## src/rtl/ham_pkg.sv

```systemverilog
// Shared constants, state encoding and position helpers for the serial Hamming decoder.
// Defining HAM_SECDED_EN adds the overall-parity state used for double-error detection.
package ham_pkg;

    localparam logic [1:0] ST_CLEAN  = 2'b00;
    localparam logic [1:0] ST_CORR   = 2'b01;
    localparam logic [1:0] ST_DOUBLE = 2'b10;

`ifdef HAM_SECDED_EN
    typedef enum logic [1:0] {S_IDLE, S_RECV, S_PAR} state_t;
`else
    typedef enum logic [0:0] {S_IDLE, S_RECV} state_t;
`endif

    function automatic int ham_n(input int r);
        return (1 << r) - 1;
    endfunction

    function automatic int ham_k(input int r);
        return (1 << r) - r - 1;
    endfunction

    function automatic bit is_pow2(input int pos);
        return (pos > 0) && ((pos & (pos - 1)) == 0);
    endfunction

    // Code position carrying data bit idx: the idx-th non-power-of-two position, counting from 1.
    function automatic int ham_data_pos(input int idx);
        int cnt;
        int pos;
        cnt = 0;
        pos = 0;
        for (int p = 1; p < 64; p++) begin
            if (!is_pow2(p)) begin
                if (cnt == idx && pos == 0) pos = p;
                cnt++;
            end
        end
        return pos;
    endfunction

endpackage

```

## src/rtl/ham_syndrome.sv

```systemverilog
// Combinational Hamming syndrome and single-bit correction over a full codeword.
// Codeword bit index equals code position (1..N); shared with the encoder bench.
module ham_syndrome
    import ham_pkg::*;
#(
    parameter  int R = 3,
    localparam int N = ham_n(R),
    localparam int K = ham_k(R)
) (
    input  logic [N:1]   code,
    output logic [R-1:0] syndrome,
    output logic [K-1:0] raw_data,
    output logic [K-1:0] corr_data
);

    logic [N:1] fixed;

    // NOTE: every output of this always_comb gets a default before any conditional update, so no latch is inferred.
    always_comb begin
        syndrome = '0;
        for (int p = 1; p <= N; p++) begin
            if (code[p]) syndrome = syndrome ^ R'(p);
        end

        fixed = code;
        if (syndrome != '0) fixed[syndrome] = ~fixed[syndrome];

        raw_data  = '0;
        corr_data = '0;
        for (int i = 0; i < K; i++) begin
            raw_data[i]  = code[ham_data_pos(i)];
            corr_data[i] = fixed[ham_data_pos(i)];
        end
    end

endmodule

```

## src/rtl/ham_serial_decoder.sv

```systemverilog
// Start-bit-framed serial Hamming decoder with single-error correction and error-event counter.
// Build with HAM_SECDED_EN to receive a trailing overall-parity bit and flag double errors.
module ham_serial_decoder
    import ham_pkg::*;
#(
    parameter  int R     = 3,
    parameter  int CNT_W = 16,
    localparam int N     = ham_n(R),
    localparam int K     = ham_k(R)
) (
    input  logic             clk,
    input  logic             rst_n,
    input  logic             in,
    input  logic             clr_cnt,
    output logic             busy,
    output logic             out_valid,
    output logic [K-1:0]     out_data,
    output logic [1:0]       out_status,
    output logic [CNT_W-1:0] err_count
);

    localparam logic [R-1:0] LAST = R'(N);

`ifdef HAM_SECDED_EN
    localparam int SR_W = N;
`else
    // Position N is never stored: decode takes it straight from the line.
    localparam int SR_W = N - 1;
`endif

    state_t          state;
    logic [R-1:0]    bit_idx;
    logic [SR_W:1]   shreg;
    logic [N:1]      code_w;
    logic [R-1:0]    syn;
    logic [K-1:0]    raw;
    logic [K-1:0]    corr;
    logic [K-1:0]    dec_data;
    logic [1:0]      dec_status;

`ifdef HAM_SECDED_EN
    logic q;
    assign code_w = shreg;
    assign q      = ^shreg ^ in;
`else
    assign code_w = {in, shreg};
`endif

    ham_syndrome #(.R(R)) u_syn (
        .code      (code_w),
        .syndrome  (syn),
        .raw_data  (raw),
        .corr_data (corr)
    );

    always_comb begin
        dec_status = ST_CLEAN;
        dec_data   = raw;
`ifdef HAM_SECDED_EN
        if (syn == '0) begin
            if (q) dec_status = ST_CORR;
        end else if (q) begin
            dec_status = ST_CORR;
            dec_data   = corr;
        end else begin
            dec_status = ST_DOUBLE;
        end
`else
        if (syn != '0) begin
            dec_status = ST_CORR;
            dec_data   = corr;
        end
`endif
    end

    // NOTE: sequential state uses non-blocking assignments only; the shift register is reset along with the rest.
    always_ff @(posedge clk or negedge rst_n) begin
        if (!rst_n) begin
            state      <= S_IDLE;
            bit_idx    <= '0;
            shreg      <= '0;
            busy       <= 1'b0;
            out_valid  <= 1'b0;
            out_data   <= '0;
            out_status <= ST_CLEAN;
        end else begin
            out_valid <= 1'b0;
            case (state)
                S_IDLE: begin
                    if (in) begin
                        state   <= S_RECV;
                        bit_idx <= R'(1);
                        busy    <= 1'b1;
                    end
                end
                S_RECV: begin
                    bit_idx <= bit_idx + 1'b1;
                    if (bit_idx != LAST) begin
                        shreg[bit_idx] <= in;
                    end else begin
`ifdef HAM_SECDED_EN
                        shreg[N] <= in;
                        state    <= S_PAR;
`else
                        out_valid  <= 1'b1;
                        out_data   <= dec_data;
                        out_status <= dec_status;
                        busy       <= 1'b0;
                        state      <= S_IDLE;
`endif
                    end
                end
`ifdef HAM_SECDED_EN
                S_PAR: begin
                    out_valid  <= 1'b1;
                    out_data   <= dec_data;
                    out_status <= dec_status;
                    busy       <= 1'b0;
                    state      <= S_IDLE;
                end
`endif
                default: state <= S_IDLE;
            endcase
        end
    end

    // Counts during the out_valid cycle; a clear in that same cycle takes priority.
    always_ff @(posedge clk or negedge rst_n) begin
        if (!rst_n) begin
            err_count <= '0;
        end else if (clr_cnt) begin
            err_count <= '0;
        end else if (out_valid && out_status != ST_CLEAN && err_count != {CNT_W{1'b1}}) begin
            err_count <= err_count + 1'b1;
        end
    end

endmodule

```

## config.mk

```make
export PLATFORM = sky130hd
export DESIGN_NAME = ham_serial_decoder
export DESIGN_NICKNAME = d
export VERILOG_FILES = /design/src/rtl/ham_pkg.sv /design/src/rtl/ham_syndrome.sv /design/src/rtl/ham_serial_decoder.sv
export SDC_FILE = /design/constraint.sdc
export NUM_CORES = 1
export LEC_CHECK = 0
export BUFFER_PORTS_ARGS = -buffer_cell sky130_fd_sc_hd__buf_2
export CORE_MARGIN = 5
export CORE_UTILIZATION = 56
export DETAILED_ROUTE_END_ITERATION = 8
export GPL_TIMING_DRIVEN = 0
export PLACE_DENSITY = 0.75
export SLEW_MARGIN = 20
export SYNTH_ARGS = -nofsm -noshare
export SYNTH_HDL_FRONTEND = slang
export SYNTH_SLANG_ARGS = --single-unit
```

## constraint.sdc

```tcl
create_clock -name clk -period 1.9 [get_ports clk]
set_clock_uncertainty 0.05 [all_clocks]
set_input_delay 0.19 -clock clk [delete_from_list [all_inputs] [get_ports clk]]
set_output_delay 0.19 -clock clk [all_outputs]
set_load 0.05 [all_outputs]
```

==> insert_results.sql <==
INSERT INTO impl_metrics (metric_group, metric, value, unit) VALUES
('logic_synthesis', 'yosys.cell_types.count', '38', ''),
('die', 'die_area', '4446', 'µm²'),
('route', 'drt_iter0_drc', '97', ''),
('placement', 'post-dp-hpwl', '2777', 'µm'),
('logic_synthesis', 'area_contributors_post_synth', 'sky130_fd_sc_hd__dfrtp_1, sky130_fd_sc_hd__o31ai_1, sky130_fd_sc_hd__or4_1', ''),
('global_route', 'grt_max_degree', '34', ''),
('pwr', 'p_seq_share', '38.8', '%'),
('clock_network', 'tritoncts_clock_tree', 'yes', ''),
('logic_synthesis', 'yosys.area_share.xor_xnor', '6.676', '%'),
('critical_path', 'cp-start-kind', 'flip-flop', ''),
('logic_synthesis', 'yosys.area_share.simple', '21.77', '%'),
('clock_network', 'h-tree-depth', '2', ''),
('placement', 'routabilityCongestion', '0.7676', ''),
('logic_synthesis', 'async_s_r_ff_share_synth', '100.0', '%'),
('die', 'floorplan.die.width', '66.68', 'µm'),
('critical_path', 'reg2reg_from', 'bit_idx[1]', ''),
('die', 'placeableCoreArea', '3078', 'µm²'),
('min_path', 'holdCritStartpoint', 'in', ''),
('critical_path', 'worst_r2r_path_depth', '5', ''),
('critical_path', 'timing.critical_path.arrival', '2.00', 'ns'),
('timing', 'final_max_slew_viol_count', '0', ''),
('critical_path', 'worst-setup-path-type', 'flip-flop to flip-flop', ''),
('global_route', 'grt_first_pass_wirelength', '6720', 'µm'),
('die', 'chipHeight', '66.68', 'µm'),
('global_route', 'grt.total_usage', '19.76', '%'),
('logic_synthesis', 'synth-main-ff-cell', 'sky130_fd_sc_hd__dfrtp_1', ''),
('pwr', 'net-switching-power', '1.225', 'mW'),
('logic_synthesis', 'syn_nets', '184', ''),
('outcome', 'run_status', 'complete, no violations', ''),
('logic_synthesis', 'ys_warn_count', '0', ''),
('logic_synthesis', 'synth.ff_latch_count', '33', ''),
('timing', 'layout_min_cycle_time', '1.836', 'ns'),
('timing', 'timing.fmax', '544.6', 'MHz'),
('clock_network', 'numClockSinks', '33', ''),
('critical_path', 'crit_path_end_kind', 'flip-flop', ''),
('route', 'drc', '0', ''),
('pwr', 'max-vdd-ir-drop', '0.9784', 'mV'),
('logic_synthesis', 'synth_top_cell_area_share', '45.90', '%'),
('logic_synthesis', 'post_synth_most_frequent_cells', 'sky130_fd_sc_hd__dfrtp_1, sky130_fd_sc_hd__a21oi_1, sky130_fd_sc_hd__o31ai_1', ''),
('critical_path', 'critPathMaxFanout', '7', ''),
('clock_network', 'clock_latency', '0.32', 'ns'),
('logic_synthesis', 'post-synth-top-count-cell', 'sky130_fd_sc_hd__dfrtp_1', ''),
('timing', 'finalSetupViolations', '0', ''),
('logic_synthesis', 'synth.yosys.seq_area_share', '45.90', '%'),
('pwr', 'power.leakage', '0.8608', 'nW'),
('route', 'detail_route.wl_per_cell', '15.23', 'µm'),
('timing', 'finalHoldViolCount', '0', ''),
('route', 'detail_route.first_pass.iterations', '4', ''),
('route', 'via_cell_ratio', '5.848', ''),
('clock_network', 'clk_pin_slew', '0.09', 'ns'),
('route', 'route.vias.total', '1497', ''),
('logic_synthesis', 'combined_area_of_all_synthesized_cells', '1799', 'µm²'),
('placement', 'place.detailed.instances', '245', ''),
('logic_synthesis', 'post_synth_mux_area_share', '4.937', '%'),
('timing', 'slew_headroom', '51.91', '%'),
('finish', 'area_delta_synth_final', '17.94', '%'),
('pwr', 'p_clk_share', '14.0', '%'),
('pwr', 'pwr-share-comb', '47.2', '%'),
('timing', 'worst_slew_pin_slew', '0.7213', 'ns'),
('die', 'std_cell_rows', '20', ''),
('global_route', 'first_global_vias', '1460', ''),
('logic_synthesis', 'synth_fa_ha_area_share', '2.086', '%'),
('clock_network', 'clock_tree.root_cell', 'sky130_fd_sc_hd__clkbuf_4', ''),
('die', 'io_pins', '28', ''),
('min_path', 'holdCritPathClass', 'primary input to flip-flop', ''),
('finish', 'antenna-diode-count', '0', ''),
('pwr', 'power_report.internal_total', '1.555', 'mW'),
('logic_synthesis', 'synth-edff-count', '0', ''),
('placement', 'io_buffer_count', '24', ''),
('die', 'initial_core_util', '58.46', '%'),
('timing', 'rsz0062_at_grt', 'yes', '');
-- metal layers --
metal  wire, µm  track usage, %  vias up
met5          0               0        -
met4         53           8.629        0
met3        192           5.565        7
met2       1871           31.06       39
met1       1781           25.24      728
li1           -               -      723
-- placed cells by master (no fill, tap or decap), types with 3 or more instances in the layout --
cell / synthesis / final
sky130_fd_sc_hd__buf_2: 2 / 25
sky130_fd_sc_hd__dfrtp_1: 33 / 22
sky130_fd_sc_hd__o31ai_1: 14 / 14
sky130_fd_sc_hd__or4_1: 13 / 13
sky130_fd_sc_hd__a21oi_1: 14 / 13
sky130_fd_sc_hd__nor2_1: 11 / 11
sky130_fd_sc_hd__dfrtp_2: 0 / 11
sky130_fd_sc_hd__xnor2_1: 9 / 9
sky130_fd_sc_hd__mux2_1: 7 / 7
sky130_fd_sc_hd__a31oi_1: 6 / 6
sky130_fd_sc_hd__nand2_1: 6 / 6
sky130_fd_sc_hd__buf_4: 1 / 6
sky130_fd_sc_hd__inv_1: 5 / 5
sky130_fd_sc_hd__nand2b_1: 5 / 5
sky130_fd_sc_hd__nand3_1: 6 / 5
sky130_fd_sc_hd__clkbuf_4: 0 / 5
sky130_fd_sc_hd__clkbuf_1: 5 / 4
sky130_fd_sc_hd__o21ai_1: 4 / 4
sky130_fd_sc_hd__nor3_1: 3 / 3
sky130_fd_sc_hd__nand3b_1: 3 / 3
sky130_fd_sc_hd__nand4_1: 3 / 3
sky130_fd_sc_hd__or3_1: 3 / 3
-- area by class of cell --
type / count / area (µm²) / area share (%)
multi-input cells: 129 / 942.2 / 44.40
flip-flops and latches: 33 / 839.6 / 39.56
repair buffers: 28 / 152.6 / 7.193
plain buffers: 10 / 58.81 / 2.771
clock buffers: 7 / 55.05 / 2.594
well taps: 44 / 55.05 / 2.594
inverters: 5 / 18.77 / 0.8844
-- worst paths after layout --
path	end	slack, ns
worst max-delay path	shreg[3]	0.06
worst min-delay path	shreg[1]	0.07
worst max register to register	shreg[3]	0.06
worst min register to register	shreg[1]	0.47
max in group asynchronous	err_count[13]	0.89
min in group asynchronous	out_data[1]	0.40
-- power groups by stage --
| stage | clock (mW) | combinational [mW] | sequential (mW) |
|---|---|---|---|
| 3_3_place_gp | 0 | 1.23 | 1.07 |
| 3_5_place_dp | 0 | 1.27 | 1.09 |
| 2_1_floorplan | 0 | 0.829 | 1.26 |
| 6_report | 0.389 | 1.31 | 1.08 |
| 4_1_cts | 0.399 | 1.28 | 1.08 |
| 5_1_grt | 0.440 | 1.45 | 1.11 |
-- logic make-up (layout without fill, tap and decap cells) --
group	count (synthesis)	in the layout
buf+inv	15	50
simple gates	63	63
xor+xnor	12	12
other cells	1	1
compound gates	42	42
fa+ha+maj	3	3
mux	8	8
flops	33	33
-- metrics by stage --
| stage | TNS [ns] | total power, mW | setup WS, ns | hold WS (ns) | area (µm²) |
|---|---|---|---|---|---|
| after floorplan | 0 | 2.093 | 0.0005135 | -0.1556 | 1810 |
| after global placement | 0 | 2.297 | 0.01839 | 0.2277 | 1986 |
| after detailed placement | -0.6462 | 2.366 | -0.09847 | 0.2389 | 1986 |
| after CTS | -0.02150 | 2.757 | -0.01432 | 0.06143 | 2061 |
| after global routing | -0.07568 | 2.996 | -0.03159 | 0.05924 | 2122 |
| final | 0 | 2.781 | 0.06373 | 0.06736 | 2122 |
-- critical path: stages (launching register included) --
cell,delay [ns]
sky130_fd_sc_hd__dfrtp_2,0.46
sky130_fd_sc_hd__ha_1,0.19
sky130_fd_sc_hd__ha_1,0.21
sky130_fd_sc_hd__nand3b_1,0.22
sky130_fd_sc_hd__nor3b_1,0.25
sky130_fd_sc_hd__mux2_1,0.34
-- state kept, by name (all words and copies together), names as in the netlist --
| register | count |
|---|---|
| state | 1 |
| bit_idx | 3 |
| shreg | 6 |
| busy | 1 |
| out_status | 1 |
| err_count | 16 |
| out_data | 4 |
| out_valid | 1 |
-- timing repair --
action | in CTS | in global routing
buffers inserted | 1 | 2
hold buffers | 1 | 0
hold endpoints to repair | 33 | 0
gates resized for setup | 1 | 16
endpoints found under the setup margin | 12 | 25
pin swaps | 1 | 1
No activity file was read; power rests on OpenSTA's default activity.
